$ cat src/rtl/seven_segment_scan_controller.sv
// Seven-segment scan controller: time-multiplexes four BCD digits onto one
// decoder, with dead time between digits, a double-buffered load interface and
// optional leading-zero blanking. All outputs are registered.
module seven_segment_scan_controller #(
    parameter int unsigned DWELL = 1000,
    parameter int unsigned GAP   = 8
) (
    input  logic        clk,
    input  logic        rst_n,
    input  logic        enable,
    input  logic        load_valid,
    input  logic [15:0] load_data,
    output logic        load_ready,
    input  logic        blank_lz,
    output logic [3:0]  digit_code,
    output logic        digit_blank,
    output logic [3:0]  digit_en_n,
    output logic        frame_tick
);

    localparam int unsigned DWELL_W = 16;
    localparam int unsigned GAP_W   = 8;

    localparam logic [1:0] IDLE  = 2'd0;
    localparam logic [1:0] GAP_S = 2'd1;
    localparam logic [1:0] SHOW  = 2'd2;

    localparam logic [DWELL_W-1:0] DWELL_LAST = DWELL_W'(DWELL - 1);
    localparam logic [GAP_W-1:0]   GAP_LAST   = GAP_W'(GAP - 1);

    logic [1:0]         state_q, state_d;
    logic [1:0]         idx_q, idx_d;
    logic [DWELL_W-1:0] dwell_cnt_q, dwell_cnt_d;
    logic [GAP_W-1:0]   gap_cnt_q, gap_cnt_d;
    logic [15:0]        active_q, active_d;
    logic [15:0]        pending_q, pending_d;
    logic               pend_full_q, pend_full_d;
    logic               load_ready_q, load_ready_d;
    logic [3:0]         digit_code_q, digit_code_d;
    logic               digit_blank_q, digit_blank_d;
    logic [3:0]         digit_en_n_q, digit_en_n_d;
    logic               frame_tick_q, frame_tick_d;
    logic               frame_start_c;
    logic               accept_c;
    logic               transfer_c;

    // Select the nibble for a digit index.
    function automatic logic [3:0] nibble_of(input logic [15:0] v, input logic [1:0] i);
        logic [3:0] n;
        case (i)
            2'd0:    n = v[3:0];
            2'd1:    n = v[7:4];
            2'd2:    n = v[11:8];
            default: n = v[15:12];
        endcase
        return n;
    endfunction

    // A digit is a leading zero when it and every higher digit are zero; digit0 never is.
    function automatic logic leading_zero(input logic [15:0] v, input logic [1:0] i);
        logic z;
        case (i)
            2'd3:    z = (v[15:12] == 4'd0);
            2'd2:    z = (v[15:8] == 8'd0);
            2'd1:    z = (v[15:4] == 12'd0);
            default: z = 1'b0;
        endcase
        return z;
    endfunction

    // Scan sequencing, load buffering and registered output computation.
    always_comb begin
        state_d       = state_q;
        idx_d         = idx_q;
        dwell_cnt_d   = dwell_cnt_q;
        gap_cnt_d     = gap_cnt_q;
        frame_start_c = 1'b0;

        if (!enable) begin
            state_d     = IDLE;
            idx_d       = 2'd0;
            dwell_cnt_d = '0;
            gap_cnt_d   = '0;
        end else begin
            case (state_q)
                IDLE: begin
                    state_d       = GAP_S;
                    idx_d         = 2'd0;
                    gap_cnt_d     = '0;
                    dwell_cnt_d   = '0;
                    frame_start_c = 1'b1;
                end
                GAP_S: begin
                    if (gap_cnt_q == GAP_LAST) begin
                        state_d     = SHOW;
                        gap_cnt_d   = '0;
                        dwell_cnt_d = '0;
                    end else begin
                        gap_cnt_d = gap_cnt_q + GAP_W'(1);
                    end
                end
                SHOW: begin
                    if (dwell_cnt_q == DWELL_LAST) begin
                        state_d       = GAP_S;
                        idx_d         = idx_q + 2'd1;
                        dwell_cnt_d   = '0;
                        gap_cnt_d     = '0;
                        frame_start_c = (idx_q == 2'd3);
                    end else begin
                        dwell_cnt_d = dwell_cnt_q + DWELL_W'(1);
                    end
                end
                default: begin
                    state_d     = IDLE;
                    idx_d       = 2'd0;
                    dwell_cnt_d = '0;
                    gap_cnt_d   = '0;
                end
            endcase
        end

        // Pending moves to active only on a frame boundary, so a frame never tears.
        accept_c   = load_valid && load_ready_q;
        transfer_c = frame_start_c && pend_full_q;
        active_d   = transfer_c ? pending_q : active_q;
        pending_d  = accept_c ? load_data : pending_q;
        if (accept_c) begin
            pend_full_d = 1'b1;
        end else if (transfer_c) begin
            pend_full_d = 1'b0;
        end else begin
            pend_full_d = pend_full_q;
        end
        load_ready_d = !pend_full_d;

        frame_tick_d  = frame_start_c;
        digit_en_n_d  = (state_d == SHOW) ? ~(4'b0001 << idx_d) : 4'b1111;
        digit_code_d  = nibble_of(active_d, idx_d);
        digit_blank_d = blank_lz && leading_zero(active_d, idx_d);
    end

    // State, buffer and output registers.
    always_ff @(posedge clk or negedge rst_n) begin
        if (!rst_n) begin
            state_q       <= IDLE;
            idx_q         <= 2'd0;
            dwell_cnt_q   <= '0;
            gap_cnt_q     <= '0;
            active_q      <= 16'h0000;
            pending_q     <= 16'h0000;
            pend_full_q   <= 1'b0;
            load_ready_q  <= 1'b1;
            digit_code_q  <= 4'd0;
            digit_blank_q <= 1'b0;
            digit_en_n_q  <= 4'b1111;
            frame_tick_q  <= 1'b0;
        end else begin
            state_q       <= state_d;
            idx_q         <= idx_d;
            dwell_cnt_q   <= dwell_cnt_d;
            gap_cnt_q     <= gap_cnt_d;
            active_q      <= active_d;
            pending_q     <= pending_d;
            pend_full_q   <= pend_full_d;
            load_ready_q  <= load_ready_d;
            digit_code_q  <= digit_code_d;
            digit_blank_q <= digit_blank_d;
            digit_en_n_q  <= digit_en_n_d;
            frame_tick_q  <= frame_tick_d;
        end
    end

    assign load_ready  = load_ready_q;
    assign digit_code  = digit_code_q;
    assign digit_blank = digit_blank_q;
    assign digit_en_n  = digit_en_n_q;
    assign frame_tick  = frame_tick_q;

endmodule
$ cat config.mk
export PLATFORM = sky130hd
export DESIGN_NAME = seven_segment_scan_controller
export DESIGN_NICKNAME = d
export VERILOG_FILES = /design/src/rtl/seven_segment_scan_controller.sv
export SDC_FILE = /design/constraint.sdc
export NUM_CORES = 1
export LEC_CHECK = 0
export CELL_PAD_IN_SITES_DETAIL_PLACEMENT = 0
export CELL_PAD_IN_SITES_GLOBAL_PLACEMENT = 1
export CORE_MARGIN = 5
export CORE_UTILIZATION = 48
export DETAILED_ROUTE_END_ITERATION = 12
export GPL_TIMING_DRIVEN = 0
export PLACE_DENSITY = 0.93
export SLEW_MARGIN = 40
export SYNTH_ARGS = -nofsm -noshare
export SYNTH_HDL_FRONTEND = slang
export SYNTH_SLANG_ARGS = --single-unit
$ cat constraint.sdc
create_clock -name clk -period 3.7 [get_ports clk]
set_input_delay 1.11 -clock clk [delete_from_list [all_inputs] [get_ports clk]]
set_output_delay 1.11 -clock clk [all_outputs]
set_load 0.1 [all_outputs]
==> results of run 1 <==
critical path, stage by stage:
cell             delay [ns]
clkdlybuf4s50_1        0.49
clkbuf_1               0.35
a32o_1                 0.31
buf_6                  0.19
mux2_4                 0.32
mux2_2                 0.28
a211o_1                0.30
power by group through the flow:
stage | clock [mW] | combinational [mW] | sequential, mW
3_3_place_gp | 0 | 0.634 | 1.07
4_1_cts | 0.621 | 0.626 | 1.06
3_5_place_dp | 0 | 0.624 | 1.07
2_1_floorplan | 0 | 0.295 | 1.24
5_1_grt | 0.650 | 0.663 | 1.08
6_report | 0.603 | 0.616 | 1.06
registers in the layout (all words and copies together) (netlist names):
| signal | cells |
|---|---|
| active_q | 16 |
| digit_blank | 1 |
| digit_code | 4 |
| digit_en_n | 4 |
| dwell_cnt_q | 16 |
| frame_tick | 1 |
| gap_cnt_q | 8 |
| idx_q | 2 |
| load_ready | 1 |
| pend_full_q | 1 |
| pending_q | 16 |
| state_q | 2 |
Yosys cell counts (2+ instances only):
| cell type | n | area share |
|---|---|---|
| nor2_1 | 21 | 0.023 |
| o31ai_1 | 5 | 0.011 |
| nand2_1 | 18 | 0.020 |
| ha_1 | 7 | 0.025 |
| a211o_1 | 3 | 0.0076 |
| xnor2_1 | 3 | 0.0076 |
| or3_1 | 2 | 0.0036 |
| nand2b_1 | 2 | 0.0036 |
| o21ai_0 | 14 | 0.020 |
| o211a_1 | 3 | 0.0087 |
| buf_6 | 3 | 0.0098 |
| mux2_1 | 5 | 0.016 |
| and4_1 | 3 | 0.0076 |
| clkbuf_1 | 5 | 0.0055 |
| inv_1 | 6 | 0.0065 |
| buf_2 | 3 | 0.0044 |
| nor4_2 | 2 | 0.0073 |
| a41oi_1 | 2 | 0.0051 |
| mux2_4 | 6 | 0.026 |
| a21oi_1 | 10 | 0.015 |
| and4_4 | 2 | 0.0065 |
| dfstp_2 | 5 | 0.038 |
| mux2_2 | 25 | 0.082 |
| xor2_1 | 5 | 0.013 |
| nor3b_1 | 7 | 0.015 |
| o21ai_1 | 6 | 0.0087 |
| nor4_1 | 3 | 0.0055 |
| nand3_1 | 14 | 0.020 |
| nor3_1 | 5 | 0.0073 |
| a211oi_1 | 2 | 0.0044 |
| dfrtp_1 | 67 | 0.49 |
| nand3b_1 | 2 | 0.0044 |
| and3_1 | 12 | 0.022 |
| and2_1 | 5 | 0.0091 |
| nand4_1 | 3 | 0.0055 |
| o211ai_1 | 2 | 0.0044 |
final cells by class:
type / instances / area [µm²] / share of cell area
sequential: 72 / 1810 / 0.449
buffer: 11 / 67.6 / 0.0168
clock buffer: 11 / 131 / 0.0326
inverter: 7 / 26.3 / 0.00652
timing repair buffer: 32 / 277 / 0.0686
tap: 96 / 120 / 0.0298
multi-input combinational: 212 / 1540 / 0.382
clock inverter: 5 / 58.8 / 0.0146
layout by cell type, fill, tap and decap left out, types with 3 or more instances in the layout:
cell and count:
mux2_1 5, clkbuf_1 7, o21ai_0 14, inv_1 6
xor2_1 5, nand3_1 14, buf_2 14, and3_1 12
and4_1 3, nor4_1 3, dfrtp_1 67, mux2_2 25
a211o_1 3, nand2_1 18, o31ai_1 5, ha_1 7
clkdlybuf4s50_1 19, a21oi_1 10, and2_1 5, mux2_4 6
o21ai_1 6, clkbuf_8 9, nor3b_1 7, buf_6 4
dfstp_2 5, o211a_1 3, nor2_1 21, nand4_1 3
xnor2_1 3, nor3_1 5
logic make-up (layout without fill, tap and decap cells):
family                   after synthesis  in the layout
adder cells (fa/ha/maj)                7              7
buffers and inverters                 18             66
multiplexers                          37             37
flip-flops                            72             72
XOR/XNOR                               8              8
AO/OA/AOI/OAI                         54             54
AND/OR/NAND/NOR                      106            106
how the worst max path moves through the flow:
stage | cells past startpoint | to
final | 7 | digit_code[3]
after detailed placement | 7 | digit_code[0]
after global placement | 1 | pending_q[12]
after global routing | 7 | dwell_cnt_q[15]
after CTS | 7 | dwell_cnt_q[6]
after floorplan | 6 | digit_code[3]
routing by layer:
metal	wire length, µm	share of wire	GRT usage
met1	3040	0.45	0.220
met2	3390	0.50	0.276
met3	247	0.036	0.0438
met4	116	0.017	0.0601
met5	0	0	0
==> run metrics, run 1 <==
drc violations=0; Site Rows=30; die width=94.7 µm; Post-synth EDFFs=0; RR Startpoint=dwell_cnt_q[14]; FF-to-FF End=digit_code[3]; Synth Area per Inst=11.4 µm²; Initial Utilization=0.501; Synth Area in Adders=0.0254; Slew headroom=0.550; Setup violations, final=0; Seq pwr share=0.465; Reg clk slew, reported paths=0.07 ns; CP startpoint kind=input port; Pre-antenna DRT Iters=4; Fin Setup TNS=0 ns; post-synth net total=330; CTS resizes=0; XOR/XNOR Fraction of Synth Area=0.0204; largest net degree at the start of global routing=40; worst skew pair latency=0.35 ns; fin cells=446; CTS max path bufs=2; Int Pwr=1.53 mW; Synth Cell Area=0.00344 mm²; class of the most critical setup path=input port to flop; GR Util All Layers=0.170; max_cap viols=0; Sw Share=0.330; Register-to-Register Path Depth=8; layout cells sized above 1=0.211; Final Routed Wirelength=6.79 mm; post-route ant nets=0; Core ar.=0.00687 mm²; setup slack, reg-to-reg=1.07 ns; Gate power share=0.270; VDD IR max=0.000566 V; clock share of power=0.265; CTS tree=yes; Finished Core Util=0.587; clock root cell=clkbuf_8; Design Power=2.28 mW; status=finished clean; Layout Area Growth over Synthesis=17.0%; port bufs=31; Crit Path Max Fanout=10; Yosys warnings=0; total grt overflow=0; Hold Vio Cnt, Final=0; Critical Path RT=3.93 ns; P_leak=1.76 nW; final worst slack=0.576 ns; Die Footprint=0.00896 mm²; Syn Inst Count=302; origin of the worst setup path=enable; FF+latch count, synth=72; PD cells=566 mW/mm²; main combinational cell family by area after synthesis=simple AND/OR/NAND/NOR gates; Hold Crit Start=dwell_cnt_q[7]; hold path cells=1; Critical Path End Type=flop; nets=373; pre-CTS setup slack=0.200 ns; Slew @ Worst Pin=0.673 ns; hold buffer count at cts=0; Compound-Gate Fraction of Synth Area=0.101; Num CTS Buffers=9; RSZ-0062 raised after global routing=no; asr flop ratio synth=1.00; ys flop type=dfrtp_1; final worst-path cycle share=0.844; mux cell area share after synthesis=0.127; Initial DRC Count=89; clock tree sinks=72; I/O pins=32; Max Freq=320 MHz; Clock Skew=0.00916 ns; Hold EP=dwell_cnt_q[7]; final slew viol count=0; WP data arrival=3.35 ns; initial antenna violation count=0; Final GP Congestion=0.779; Inst Count DP=430; P_sw=751 µW; DR vias=2462; Seq/Total Area, Yosys=0.525; via/cell ratio=5.52; Hold Crit Class=flop to flop; Post-CTS Setup Repair Bufs=0; vias in the first global route=2524; post-route cell area=0.00403 mm²; CTS H-tree depth=3; Fill cells=575; synth unique cells=50; wire per inst=15.2 µm; Post-DP HPWL=4.89 mm; min Tclk post-route=3.12 ns; Placed Instance Area=0.00384 mm²; first-pass GRT wire length=11.9 mm; hold_ws=0.483 ns; Simple-Gate Fraction of Synth Area=0.173; Antenna diodes=0; die height=94.7 µm
Note: power is estimated with default switching activity, not from simulation.
==> run 2: changes to the inputs <==
--- a/config.mk
+++ b/config.mk
@@ -8,10 +8,10 @@
 export CELL_PAD_IN_SITES_DETAIL_PLACEMENT = 0
 export CELL_PAD_IN_SITES_GLOBAL_PLACEMENT = 1
 export CORE_MARGIN = 5
-export CORE_UTILIZATION = 48
+export CORE_UTILIZATION = 41
 export DETAILED_ROUTE_END_ITERATION = 12
 export GPL_TIMING_DRIVEN = 0
-export PLACE_DENSITY = 0.93
+export PLACE_DENSITY = 0.86
 export SLEW_MARGIN = 40
 export SYNTH_ARGS = -nofsm -noshare
 export SYNTH_HDL_FRONTEND = slang
==> constraint.sdc (replaced) <==
create_clock -name clk -period 2.6 [get_ports clk]
set_input_delay 0.78 -clock clk [delete_from_list [all_inputs] [get_ports clk]]
set_output_delay 0.78 -clock clk [all_outputs]
set_load 0.1 [all_outputs]
==> run metrics, run 2 (synthesis results as in run 1) <==
largest net degree at the start of global routing=38 (-5.0%); Die Footprint=0.0103 mm² (+15%); largest registers=active_q (16), dwell_cnt_q (16), pending_q (16); status=finished clean; Hold Crit Class=input port to async pin; Slew @ Worst Pin=0.699 ns (+0.0254 ns); class of the most critical setup path=input port to flop; Crit Path Max Fanout=10 (unchanged); met1 wire length=3.16 mm (+3.9%); Initial Utilization=0.419 (-0.0822); area occupied by multi-input gates=0.00158 mm² (+2.8%); nets=375 (+0.54%); P_leak=1.79 nW (+1.5%); Final Routed Wirelength=6.89 mm (+1.5%); max_cap viols=0 (unchanged); WL met3=232 µm (-6.1%); I/O pins=32 (unchanged); via/cell ratio=5.33 (-3.5%); Sequential Area=0.00181 mm² (about the same); Setup violations, final=0 (unchanged); VDD IR max=0.000940 V (+66%); initial antenna violation count=0 (unchanged); Layout Area Growth over Synthesis=18.7%; die height=102 µm (+7.3%); vias in the first global route=2527 (+0.12%); PD cells=775 mW/mm² (+37%); Hold Vio Cnt, Final=0 (unchanged); Design Power=3.17 mW (+39%); wire per inst=15.1 µm (-0.74%); Initial DRC Count=101 (+13%); Critical Path RT=2.82 ns (-1.11 ns); WP data arrival=2.79 ns (-0.56 ns); Core ar.=0.00822 mm² (+20%); die width=102 µm (+7.3%); total grt overflow=0 (unchanged); layout cells sized above 1=0.248 (+0.0364); clock root cell=clkbuf_8; RSZ-0062 raised after global routing=yes; Fin Setup TNS=0 ns (unchanged); min Tclk post-route=2.57 ns; hold buffer count at cts=0 (unchanged); Fill cells=732 (+27%); worst skew pair latency=0.34 ns (about the same); DR vias=2430 (-1.3%); Post-DP HPWL=4.98 mm (+1.8%); port bufs=31 (unchanged); CTS H-tree depth=3 (unchanged); GR Util All Layers=0.147 (-0.0226); clock tree sinks=72 (unchanged); CTS max path bufs=2 (unchanged); Slew headroom=0.532 (-0.0173); final slew viol count=0 (unchanged); post-route ant nets=0 (unchanged); CTS tree=yes; Antenna diodes=0 (unchanged); Num CTS Buffers=9 (unchanged); Final GP Congestion=0.771 (-1.1%); met2 wirelength from detailed routing=3.43 mm (+1.4%); Top Metal Used=met4; Max Freq=389 MHz; CP startpoint kind=input port; Pre-antenna DRT Iters=4 (unchanged); final worst-path cycle share=0.988; Reg clk slew, reported paths=0.08 ns (about the same); Critical Path End Type=flop; first-pass GRT wire length=12.0 mm (+0.93%); commonest non-fill, non-tap cell in the layout=dfrtp_1; most frequent cells in the layout=dfrtp_1, mux2_2, nor2_1, clkdlybuf4s50_1, nand2_1; Clock Skew=0.00908 ns (-0.0000839 ns); Site Rows=33 (+10%); drc violations=0 (unchanged)
## run 2: changes by cell type in the layout (fill, tap and decap cells not counted), moves of 2 or more
cell / before / now
buf_4: 0 / 2
clkbuf_1: 7 / 2
clkbuf_2: 0 / 2
nor4_2: 2 / 0
nor4_4: 0 / 2
## run 2: final timing paths
path | start | end | slack [ns] | cells past startpoint
max reg2reg | dwell_cnt_q[3] | digit_code[2] | 0.03 | 8
min | rst_n | gap_cnt_q[5] | 0.32 | 1
max | enable | digit_code[2] | 0.03 | 7
min reg2reg | dwell_cnt_q[7] | dwell_cnt_q[7] | 0.50 | 1
min in group clk | dwell_cnt_q[7] | dwell_cnt_q[7] | 0.50 | 1
max in group asynchronous | rst_n | digit_en_n[3] | 1.72 | 2
## run 2: layout make-up
class	count	share of cell area
plain buffers	11	0.0181
clock buffers	10	0.0337
clock inverters	5	0.00827
inverters	7	0.00643
multi-input cells	212	0.387
flip-flops and latches	72	0.443
well taps	105	0.0321
repair buffers	34	0.0713
## run 2: stage by stage
step	worst slack, ns	hold slack [ns]	utilization	instances	area, µm²
2_1_floorplan	0.216	0.445	-	302	3440
3_3_place_gp	-1.64	0.470	0.473	438	3880
3_5_place_dp	-0.643	0.486	0.469	439	3850
4_1_cts	0.0190	0.319	0.492	454	4040
5_1_grt	-0.0537	0.326	0.497	456	4090
6_report	0.0303	0.318	0.497	456	4090
## run 2: metal layers
| metal | global-route usage | vias to the layer above |
|---|---|---|
| met1 | 0.194 | 1195 |
| li1 | - | 1190 |
| met4 | 0.0337 | 0 |
| met5 | 0 | - |
| met3 | 0.0448 | 6 |
| met2 | 0.239 | 39 |
## run 2: worst max-delay path: stages
cell and delay, ns:
clkdlybuf4s50_1 0.52, clkbuf_4 0.22, a32o_2 0.21, buf_6 0.17, mux2_4 0.32, mux2_2 0.27
a211o_1 0.29
## run 2: timing repair
action,4_1_cts,5_1_grt
cloned,0,0
setup buffers,0,2
pin swaps,0,1
gates resized for setup,5,9
setup endpoints to repair,21,8
## run 2: power breakdown
| part | total (mW) | switching [mW] | internal [mW] |
|---|---|---|---|
| logic | 0.883 | 0.525 | 0.358 |
| registers | 1.51 | 0.131 | 1.38 |
| clock network | 0.777 | 0.412 | 0.365 |
==> run 3: changes to the inputs <==
--- a/config.mk
+++ b/config.mk
@@ -9,6 +9,7 @@
 export CELL_PAD_IN_SITES_GLOBAL_PLACEMENT = 1
 export CORE_MARGIN = 5
 export CORE_UTILIZATION = 41
+export CTS_BUF_LIST = sky130_fd_sc_hd__clkbuf_16
 export DETAILED_ROUTE_END_ITERATION = 12
 export GPL_TIMING_DRIVEN = 0
 export PLACE_DENSITY = 0.86
==> run metrics, run 3 (synthesis results as in run 1) <==
status=finished clean; first-pass GRT wire length=12.2 mm (+1.6%); max_cap viols=0 (unchanged); CTS H-tree depth=3 (unchanged); Slew @ Worst Pin=0.675 ns (-0.0239 ns); FF-to-FF End=digit_code[2]; Gate power share=0.254 (-0.025); WP data arrival=2.74 ns (-0.05 ns); Layout Area Growth over Synthesis=21.9%; final slew viol count=0 (unchanged); Core ar.=0.00822 mm² (unchanged); Final GP Congestion=0.771 (unchanged); clock tree sinks=72 (unchanged); worst skew pair latency=0.33 ns (about the same); Final Routed Wirelength=7.06 mm (+2.5%); post-route ant nets=0 (unchanged); drc violations=0 (unchanged); largest net degree at the start of global routing=38 (unchanged); Int Pwr=2.37 mW (+13%); Crit Path Max Fanout=5 (-5); wire per inst=15.4 µm (+2.0%); Critical Path End Type=flop; post-route cell area=0.00420 mm² (+2.7%); origin of the worst setup path=enable; Die Footprint=0.0103 mm² (unchanged); GR Util All Layers=0.151 (+0.00333); Antenna diodes=0 (unchanged); I/O pins=32 (unchanged); Slew headroom=0.548 (+0.0160); clock share of power=0.313 (+0.068); initial antenna violation count=0 (unchanged); Post-DP HPWL=4.98 mm (unchanged); Clock Skew=0.00683 ns (-0.00224 ns); port bufs=31 (unchanged); total grt overflow=0 (unchanged); largest registers=active_q (16), dwell_cnt_q (16), pending_q (16); Num CTS Buffers=9 (unchanged); Setup violations, final=0 (unchanged); PD cells=832 mW/mm² (+7.3%); RR Startpoint=dwell_cnt_q[3]; final worst-path cycle share=0.972 (-0.0167); Pre-antenna DRT Iters=4 (unchanged); RSZ-0062 raised after global routing=no; most frequent cells in the layout=dfrtp_1, mux2_2, nor2_1, clkdlybuf4s50_1, nand2_1; Seq pwr share=0.433 (-0.043); P_leak=1.84 nW (+3.0%); Worst Setup EP=digit_code[2]; vias in the first global route=2521 (-0.24%); Design Power=3.49 mW (+10%); min Tclk post-route=2.53 ns (-0.0434 ns); die height=102 µm (unchanged); Initial DRC Count=107 (+5.9%); Hold Crit Class=input port to async pin; fin cells=458 (+0.44%); Reg clk slew, reported paths=0.06 ns (-0.02 ns); Register-to-Register Path Depth=7 (-1); die width=102 µm (unchanged); CTS max path bufs=2 (unchanged); Sw Share=0.320 (-0.0173); clock root cell=clkbuf_16; Max Freq=396 MHz (+1.7%); nets=377 (+0.53%); VDD IR max=0.000984 V (+4.7%); Inst Count DP=439 (unchanged); Initial Utilization=0.419 (unchanged); setup slack, reg-to-reg=0.11 ns (+0.08 ns); CP startpoint kind=input port; Placed Instance Area=0.00385 mm² (unchanged); DR vias=2458 (+1.2%); Site Rows=33 (unchanged); commonest non-fill, non-tap cell in the layout=dfrtp_1; P_sw=1.12 mW (+4.5%); layout cells sized above 1=0.249 (+0.00143); hold buffer count at cts=0 (unchanged); Hold Vio Cnt, Final=0 (unchanged); CTS tree=yes; via/cell ratio=5.37 (+0.71%); class of the most critical setup path=input port to flop; Critical Path RT=2.81 ns (about the same)
## run 3: repair_timing
action / 4_1_cts / 5_1_grt
setup endpoints to repair: 23 / 9
setup buffers: 0 / 4
pin swaps: 0 / 3
resized for setup: 5 / 14
gates cloned: 0 / 1
## run 3: worst max-delay path, stage by stage
cell and delay, ns:
clkdlybuf4s50_1 0.53, and4_1 0.22, a32o_2 0.18, buf_6 0.15, mux2_4 0.31, mux2_2 0.27, a211o_1 0.29
## run 3: routing by layer
layer  global-route usage  vias up  share of wire
li1                     -     1193              -
met1                0.198     1211           0.45
met2                0.244       46           0.50
met3               0.0468        8          0.042
met4               0.0368        0         0.0091
met5                    0        -              0
## run 3: metrics by stage
| step | setup TNS, ns | util | worst slack [ns] | hold WS, ns |
|---|---|---|---|---|
| 3_3_place_gp | -124.14 | 0.473 | -1.64 | 0.470 |
| 4_1_cts | 0 | 0.503 | 0.0115 | 0.338 |
| 3_5_place_dp | -11.52 | 0.469 | -0.643 | 0.486 |
| 2_1_floorplan | 0 | - | 0.216 | 0.445 |
| 6_report | 0 | 0.511 | 0.0737 | 0.333 |
| 5_1_grt | 0 | 0.511 | 0.0218 | 0.351 |
## run 3: area by class of cell
class / count / area (µm²)
Fill cell: 721 / 4020
Sequential cell: 72 / 1810
Multi-Input combinational cell: 212 / 1580
Timing Repair Buffer: 37 / 318
Clock buffer: 9 / 225
Tap cell: 105 / 131
Buffer: 10 / 66.3
Clock inverter: 6 / 37.5
Inverter: 7 / 26.3
## run 3: worst min path at each step
stage,startpoint,to,slack [ns],cells after the start
after floorplan,dwell_cnt_q[7],dwell_cnt_q[7],0.45,1
after global placement,dwell_cnt_q[7],dwell_cnt_q[7],0.47,1
after detailed placement,gap_cnt_q[6],gap_cnt_q[6],0.49,1
after CTS,rst_n,gap_cnt_q[5],0.34,1
after global routing,rst_n,gap_cnt_q[5],0.35,1
final,rst_n,gap_cnt_q[5],0.33,1
## run 3: power by group through the flow
stage | clock, mW | sequential, mW | combinational [mW]
floorplan | 0 | 1.76 | 0.420
global placement | 0 | 1.52 | 0.906
detailed placement | 0 | 1.52 | 0.875
CTS | 1.11 | 1.51 | 0.884
global route | 1.17 | 1.55 | 0.950
finish | 1.09 | 1.51 | 0.887
